<file path="config.mk">
export PLATFORM = sky130hd
export DESIGN_NAME = mac_share_arbiter
export DESIGN_NICKNAME = d
export VERILOG_FILES = /design/src/rtl/mac_share_arbiter.sv
export SDC_FILE = /design/constraint.sdc
export NUM_CORES = 1
export LEC_CHECK = 0
export CORE_ASPECT_RATIO = 0.9
export CORE_MARGIN = 8
export CORE_UTILIZATION = 39
export CTS_BUF_LIST = sky130_fd_sc_hd__clkbuf_4 sky130_fd_sc_hd__clkbuf_8
export CTS_CLUSTER_SIZE = 24
export DETAILED_ROUTE_END_ITERATION = 10
export MAX_ROUTING_LAYER = met4
export PLACE_DENSITY = 0.8
export SYNTH_ARGS = -nofsm -noshare
export SYNTH_HDL_FRONTEND = slang
export SYNTH_SLANG_ARGS = --single-unit
</file>
<file path="constraint.sdc">
create_clock -name clk -period 4.15 [get_ports clk]
set_clock_uncertainty 0.15 [all_clocks]
set_input_delay 0.83 -clock clk [delete_from_list [all_inputs] [get_ports clk]]
set_output_delay 0.83 -clock clk [all_outputs]
set_load 0.01 [all_outputs]
</file>
<file path="src/rtl/mac_share_arbiter.sv">
// mac_share_arbiter: round-robin sharing of one MAC slice between NUM_REQ burst requesters
module mac_share_arbiter #(
  parameter int NUM_REQ = 4,
  parameter int TIMEOUT = 16
) (
  input  logic                       clk,
  input  logic                       reset,
  input  logic [NUM_REQ-1:0]         req,
  input  logic [16*NUM_REQ-1:0]      op_a_flat,
  input  logic [16*NUM_REQ-1:0]      op_b_flat,
  input  logic [NUM_REQ-1:0]         op_valid,
  input  logic [NUM_REQ-1:0]         op_last,
  output logic [NUM_REQ-1:0]         grant,
  output logic [15:0]                mac_a,
  output logic [15:0]                mac_b,
  output logic [47:0]                mac_c,
  input  logic [47:0]                mac_result,
  output logic                       result_valid,
  output logic [$clog2(NUM_REQ)-1:0] result_id,
  output logic [47:0]                result_acc,
  output logic [15:0]                result_q,
  output logic                       timeout_err,
  output logic                       busy
);
  localparam int IW = $clog2(NUM_REQ);
  localparam int CW = $clog2(TIMEOUT);
  typedef enum logic {IDLE, BURST} state_t;
  state_t          r_state, w_next;
  logic [IW-1:0]   r_last, w_sel, w_j;
  logic [47:0]     r_acc;
  logic [CW-1:0]   r_idle;
  logic            w_found, w_gv, w_gl, w_tmo;
  logic [15:0]     w_a, w_b, w_q;
  logic signed [34:0] w_t;
  // r_last doubles as the granted index while in BURST
  always_comb begin
    w_found = 1'b0;
    w_sel = '0;
    w_j = '0;
    w_a = '0;
    w_b = '0;
    for (int k = NUM_REQ; k >= 1; k--) begin
      w_j = IW'((int'(r_last) + k) % NUM_REQ);
      if (req[w_j]) begin
        w_found = 1'b1;
        w_sel = w_j;
      end
    end
    for (int i = 0; i < NUM_REQ; i++)
      if (r_last == IW'(i)) begin
        w_a = op_a_flat[16*i +: 16];
        w_b = op_b_flat[16*i +: 16];
      end
    w_gv = (r_state == BURST) && op_valid[r_last];
    w_gl = op_last[r_last];
    w_tmo = (r_state == BURST) && !w_gv && (r_idle == CW'(TIMEOUT - 1));
    w_next = (r_state == IDLE) ? (w_found ? BURST : IDLE)
                               : (((w_gv && w_gl) || w_tmo) ? IDLE : BURST);
  end
  assign mac_a = w_gv ? w_a : '0;
  assign mac_b = w_gv ? w_b : '0;
  assign mac_c = r_acc;
  assign busy  = (r_state == BURST);
  // round half up: floor(x / 2^14) plus the bit just below the cut
  assign w_t = 35'($signed(mac_result[47:14])) + 35'(mac_result[13]);
  assign w_q = (w_t > 35'sd32767) ? 16'h7fff : (w_t < -35'sd32768) ? 16'h8000 : w_t[15:0];
  always_ff @(posedge clk or posedge reset) begin
    if (reset) begin
      r_state      <= IDLE;
      r_last       <= IW'(NUM_REQ - 1);
      r_acc        <= '0;
      r_idle       <= '0;
      grant        <= '0;
      result_valid <= 1'b0;
      result_id    <= '0;
      result_acc   <= '0;
      result_q     <= '0;
      timeout_err  <= 1'b0;
    end else begin
      r_state      <= w_next;
      result_valid <= 1'b0;
      timeout_err  <= 1'b0;
      if (r_state == IDLE) begin
        if (w_found) begin
          grant  <= NUM_REQ'(1) << w_sel;
          r_last <= w_sel;
          r_acc  <= '0;
          r_idle <= '0;
        end
      end else if (w_gv) begin
        r_idle <= '0;
        if (w_gl) begin
          result_acc   <= mac_result;
          result_q     <= w_q;
          result_id    <= r_last;
          result_valid <= 1'b1;
          grant        <= '0;
        end else
          r_acc <= mac_result;
      end else begin
        r_idle <= r_idle + CW'(1);
        if (w_tmo) begin
          timeout_err <= 1'b1;
          grant       <= '0;
        end
      end
    end
  end
endmodule
</file>
---- Yosys cells after proc, flatten, opt, wreduce, memory -nomap -nowiden ----
Index checks and enable logic that the tools add are counted.
operators by class
  $mul .................................... 0
  mux-type cells .......................... 53
  add/sub/neg operators ................... 6
  div/mod/pow operators ................... 0
  equality and inequality tests ........... 8
  reductions and logical operators ........ 12
  $lt $le $gt $ge ......................... 7
  shift operators ......................... 1
  bitwise logic cells ..................... 1
operators by type and width
  cell                                                                      count
  16-bit two-way mux                                                        12
  48-bit two-way mux                                                        4
  34-bit by 2-bit adder with 35-bit output                                  1
  35-bit by 16-bit > comparator with 1-bit output (second input constant)   1
  35-bit by 16-bit < comparator with 1-bit output (second input constant)   1
  4-bit two-way mux                                                         8
  1-bit two-way mux                                                         19
  2-bit by 3-bit < comparator with 1-bit output (second input constant)     5
  1-bit binary-select mux with 2-bit select                                 6
  3-bit AND reduction                                                       3
  2-bit two-way mux                                                         4
  2-bit by 1-bit adder with 2-bit output (second input constant)            2
  2-bit adder (second input constant)                                       2
  4-bit by 1-bit adder with 4-bit output (second input constant)            1
  2-bit == test (second input constant)                                     2
  4-bit == test (second input constant)                                     1
  1-bit logical AND                                                         4
  1-bit by 2-bit << shifter with 4-bit output (first input constant)        1
  3-bit by 1-bit inequality test with 1-bit output (second input constant)  1
  3-bit by 2-bit inequality test with 1-bit output (second input constant)  1
  2-bit by 1-bit == test with 1-bit output (second input constant)          1
  2-bit logical NOT                                                         1
  2-bit by 1-bit inequality test with 1-bit output (second input constant)  1
  2-bit inequality test (second input constant)                             1
  other kinds (5)                                                           5
word-level totals
  memories ................................ 0
  register bits after elaboration ......... 127
  logic and storage cells ................. 98
  RAM bits ................................ 0
  bits in latches ......................... 0
  memory bits (read-only) ................. 0

---- Logic depth before layout (Yosys ltp) ----
  depth after elaboration ................. 10
  gate-level depth with buffers ........... 12
  gate-level depth less buffers ........... 10

---- Worst setup path before layout ----
OpenSTA, ideal clock, no wires.
  path kind ............................... input-to-reg
  from .................................... input port mac_result[28]
  to ...................................... register result_q[11]
  required time ........................... 3.861 ns
  cell stages on the path ................. 10
  path buffers ............................ 2
  data arrival time ....................... 3.105 ns
  slack ................................... 0.756 ns
  library setup time ...................... 0.139 ns
  cell sequence ........................... clkbuf_8 -> nand4_1 -> nor4_2 -> nand2_1 -> nor2_1 -> mux2_2 -> o21ai_0 -> nor4b_4 -> buf_6 -> o22ai_2
on the way
  word-level cells in the longest chain between the ends .. 4
  elaborated cells between the ends (all ways) .. 5
RTL lines
  element                                          line  RTL
  from (decl)                                      17    input logic [47:0] mac_result,
  34-bit by 2-bit adder with 35-bit output (*)     65    assign w_t = 35'($signed(mac_result[47:14])) + 35'(mac_result[13]);
  35-bit by 16-bit < comparator with 1-bit output  66    assign w_q = (w_t > 35'sd32767) ? 16'h7fff : (w_t < -35'sd32768) ? 16'h8000 : w_t[15:0];
  16-bit two-way mux                               66
  16-bit two-way mux (*)                           66
  to (signal assigned)                             94    result_q <= w_q;
  to (decl)                                        21    output logic [15:0] result_q,
Mark *: on every way between the ends. The rest lies on a longest branch, timed or not.
A chain may end at the register's enable or synchronous reset.

---- Worst setup path after layout ----
  from .................................... register r_last[1]
  to ...................................... output port mac_b[1]
on the way
  word-level cells in the longest chain between the ends .. 6
  elaborated cells between the ends (all ways) .. 12
RTL lines
  element                           line  RTL
  from (decl)                       29    logic [IW-1:0] r_last, w_sel, w_j;
  from (signal assigned)            70    r_last <= IW'(NUM_REQ - 1);
  from (signal assigned)            86    r_last <= w_sel;
  2-bit logical NOT                 50    if (r_last == IW'(i)) begin
  16-bit two-way mux (4 in series)  50
  16-bit two-way mux (*)            61    assign mac_b = w_gv ? w_b : '0;
  to (decl)                         15    output logic [15:0] mac_b,
Mark *: on every way between the ends. The rest lies on a longest branch, timed or not. The select of a mux whose other input is x is not followed.

==> impl_metrics.env <==
export IMPL_outcome="complete, no violations"
export IMPL_path_clk_slew_ns=0.07
export IMPL_numCtsBuffers=17
export IMPL_overflow=0
export IMPL_synth_cell_types=57
export IMPL_crit_top_cell="nor2_1"
export IMPL_final_period_utilization_pct=95.1
export IMPL_leakage_nw=4.86
export IMPL_num_rows=47
export IMPL_drtIter0Drc=744
export IMPL_hold_path_depth=2
export IMPL_nFillCells=1578
export IMPL_synthMuxAreaShare_pct=1.80
export IMPL_drv_slew=0
export IMPL_clk_path_buf_depth=2
export IMPL_syn_to_final_growth_pct=58.8
export IMPL_p_seq_share_pct=27.7
export IMPL_synth_xor_area_share_pct=1.94
export IMPL_synth_compound_area_share_pct=19.2
export IMPL_routedWlPerCell_um=19.0
export IMPL_async_reset_ff_share_pct=100
export IMPL_ys_ff_latch=127
export IMPL_worstSetupPathType="reg2out"
export IMPL_layout_commonest_cell="clkdlybuf4s50_1"
export IMPL_grtUsageTotal_pct=24.9
export IMPL_p_int_w=0.00455
export IMPL_crit_path_end="mac_b[1]"
export IMPL_p_total_w=0.00780
export IMPL_hpwl_um=22000
export IMPL_vias=8015
export IMPL_dpl_cell_count=1493
export IMPL_drv_cap=0
export IMPL_worstMarginPinSlew_ns=1.03
export IMPL_hold_violations=0
export IMPL_ys_flop_type="dfrtp_1"
export IMPL_synth_warnings=0
export IMPL_gr_usage_met1_pct=27.6
export IMPL_combinationalPowerShare_pct=58.7
export IMPL_nets=1465
export IMPL_p_per_area_nw_per_um2=680
export IMPL_synth_simple_area_share_pct=26.2
export IMPL_switchingPower_w=0.00325
export IMPL_via_per_inst=5.26
export IMPL_dp_slack_ns=-0.0616
export IMPL_instances_no_fill=1524
export IMPL_crit_path_max_incr_delay_ns=0.56
export IMPL_globalRouteMet2Util_pct=42.2
export IMPL_switching_share_pct=41.7
export IMPL_worstPathArrival_ns=2.97
export IMPL_postCtsHoldBufs=0
export IMPL_r2r_setup_slack_ns=1.01
export IMPL_r2r_end="mac_c[1]"
export IMPL_min_period_ns=3.95
export IMPL_synth_area_per_cell_um2=7.77
export IMPL_hp_class="reg2reg"
export IMPL_grt_pass1_wl_um=44600
export IMPL_place_congestion=0.932
export IMPL_busiest_layer="met2"
export IMPL_crit_path_start_kind="flop"
export IMPL_cpMaxStageDelayCell="clkdlybuf4s50_1"
export IMPL_die_width_um=160
export IMPL_worstSetupStartpoint="r_last[1]"
export IMPL_cp_required_ns=3.17
export IMPL_ios=343
export IMPL_ff2ff_path_depth=5
export IMPL_synth_edf_count=0
export IMPL_grt_pass1_vias=7933
export IMPL_max_freq_ghz=0.253
export IMPL_synth_top_family_by_area="simple AND/OR/NAND/NOR gates"
export IMPL_synthesis_area_um2=7230
export IMPL_timing_rr_start="r_last[0]"
export IMPL_use_met3_pct=7.21
export IMPL_routed_wl_um=29000
export IMPL_post_route_drc_count=0
export IMPL_dieArea_um2=23200
export IMPL_start_util_pct=39.5
export IMPL_crit_chain="inv_1 -> ha_1 -> nor2b_4 -> buf_12 -> a22oi_1 -> nor2_1 -> a21oi_1 -> nor2_1 -> a21oi_1 -> nor2_1 -> clkdlybuf4s50_1"
export IMPL_power_frac_clock_pct=13.6
export IMPL_first_pass_iters=5
export IMPL_hp_start="result_acc[1]"
export IMPL_grt_max_degree=56
export IMPL_ir_drop_mv=0.430
export IMPL_relSlewSlack_pct=31.5
export IMPL_path_max_fanout=25
export IMPL_drive_above_1_share_pct=8.45
export IMPL_synth_adder_area_share_pct=1.21
export IMPL_io_buffers=342
export IMPL_clock_latency_ns=0.45
export IMPL_finalSetupViolations=0
export IMPL_end_kind="output port"
export IMPL_syn_nets=1127
export IMPL_fin_util_pct=62.7
export IMPL_core_area_um2=18300
export IMPL_cts_sinks=127
export IMPL_antenna_found_initial=1
export IMPL_worst_slack_ns=0.203
export IMPL_seq_area_frac_synth_pct=44.0
export IMPL_cts_tree="done"
export IMPL_final_cell_mix="341 x clkdlybuf4s50_1, 265 x nand2_1, 125 x dfrtp_1"
export IMPL_htreeDepth=4
export IMPL_ant_nets=0
export IMPL_root_buffer="clkbuf_8"
export IMPL_synthCells=930
export IMPL_die_h_um=145
[synth_stat cells, drive strengths merged (2+ instances only)]
library cell,instances,share of area [%]
a21o,2,0.21
a21oi,73,5.1
a22o,2,0.24
a22oi,31,3.2
a31oi,3,0.26
a32o,2,0.28
and2,2,0.17
and3,2,0.19
and4,4,0.48
buf,19,1.7
clkbuf,54,3.2
clkdlybuf4s50,2,0.31
dfrtp,125,43
dfstp,2,0.73
ha,7,1.2
inv,7,0.36
mux2,2,0.31
mux2i,4,0.55
mux4,3,0.93
nand2,265,14
nand2b,5,0.43
nand3,20,1.4
nand3b,2,0.21
nand4,14,1.3
nand4b,3,0.36
nor2,117,6.1
nor2b,3,0.26
nor3,3,0.21
nor4,5,0.61
o211ai,3,0.31
o21ai,97,6.7
o22ai,13,1.6
o31ai,3,0.31
o32ai,2,0.24
or4,2,0.26
xnor2,9,1.1
xor2,7,0.85
[worst min-delay path by stage]
stage                                end  slack (ns)
after floorplan                r_idle[3]        0.30
after global placement    result_acc[28]        0.31
after detailed placement  result_acc[26]        0.31
after CTS                  result_acc[1]        0.33
after global routing      result_acc[42]        0.35
final                      result_acc[1]        0.32
[per-stage QoR]
stage | hold slack (ns) | area (um2) | TNS [ns]
global placement | 0.307 | 11100 | 0
detailed placement | 0.312 | 11100 | -0.246
CTS | 0.329 | 11500 | 0
floorplan | 0.302 | 7230 | 0
finish | 0.323 | 11500 | 0
global route | 0.352 | 11500 | -0.00730
[critical path, delay by kind of cell (launching register included)]
| family | cells | cell delay, ns |
|---|---|---|
| AOI/OAI and AO/OA | 3 | 0.20 |
| and+or+nand+nor | 4 | 0.63 |
| buffers and inverters | 3 | 0.86 |
| DFF | 1 | 0.55 |
| adders and majority gates | 1 | 0.27 |
[cells by family after synthesis]
kind of cell / after synthesis
compound gates: 238
flops: 127
xor+xnor: 16
mux: 9
fa+ha+maj: 7
simple gates: 450
buf+inv: 83
[power groups by stage]
stage          registers [W]  clock network (W)  logic, W
5_1_grt              0.00222            0.00113   0.00502
3_3_place_gp         0.00216                  0   0.00448
6_report             0.00216            0.00106   0.00458
4_1_cts              0.00216            0.00108   0.00460
3_5_place_dp         0.00217                  0   0.00456
2_1_floorplan        0.00238                  0   0.00199
[routing by layer]
layer / routed length, um / part of all wire [%]
met1: 11300 / 39
met5: 0 / 0
met4: 756 / 2.6
met2: 14600 / 50
met3: 2330 / 8.0
[registers in the layout, summed over array words and instances, names as in the netlist]
register,flops
result_valid,1
busy,1
r_idle,4
result_id,2
result_acc,48
mac_c,48
timeout_err,1
r_last,2
grant,4
result_q,16
[timing repair]
| action | in CTS | in global routing |
|---|---|---|
| endpoints found under the hold margin | 0 | 0 |
| setup buffers | 0 | 1 |
| setup endpoints to repair | 13 | 18 |
| resized for setup | 4 | 4 |
[layout make-up]
type / count / area [um2] / share of cell area (%)
tap: 245 / 307 / 2.67
clock buffer: 23 / 298 / 2.59
inverter: 8 / 33.8 / 0.294
multi-input combinational: 720 / 3670 / 31.9
timing repair buffer: 394 / 3900 / 34.0
antenna: 1 / 2.50 / 0.0218
sequential: 127 / 3180 / 27.7
clock inverter: 6 / 85.1 / 0.741
No activity file was read; power rests on OpenSTA's default activity.
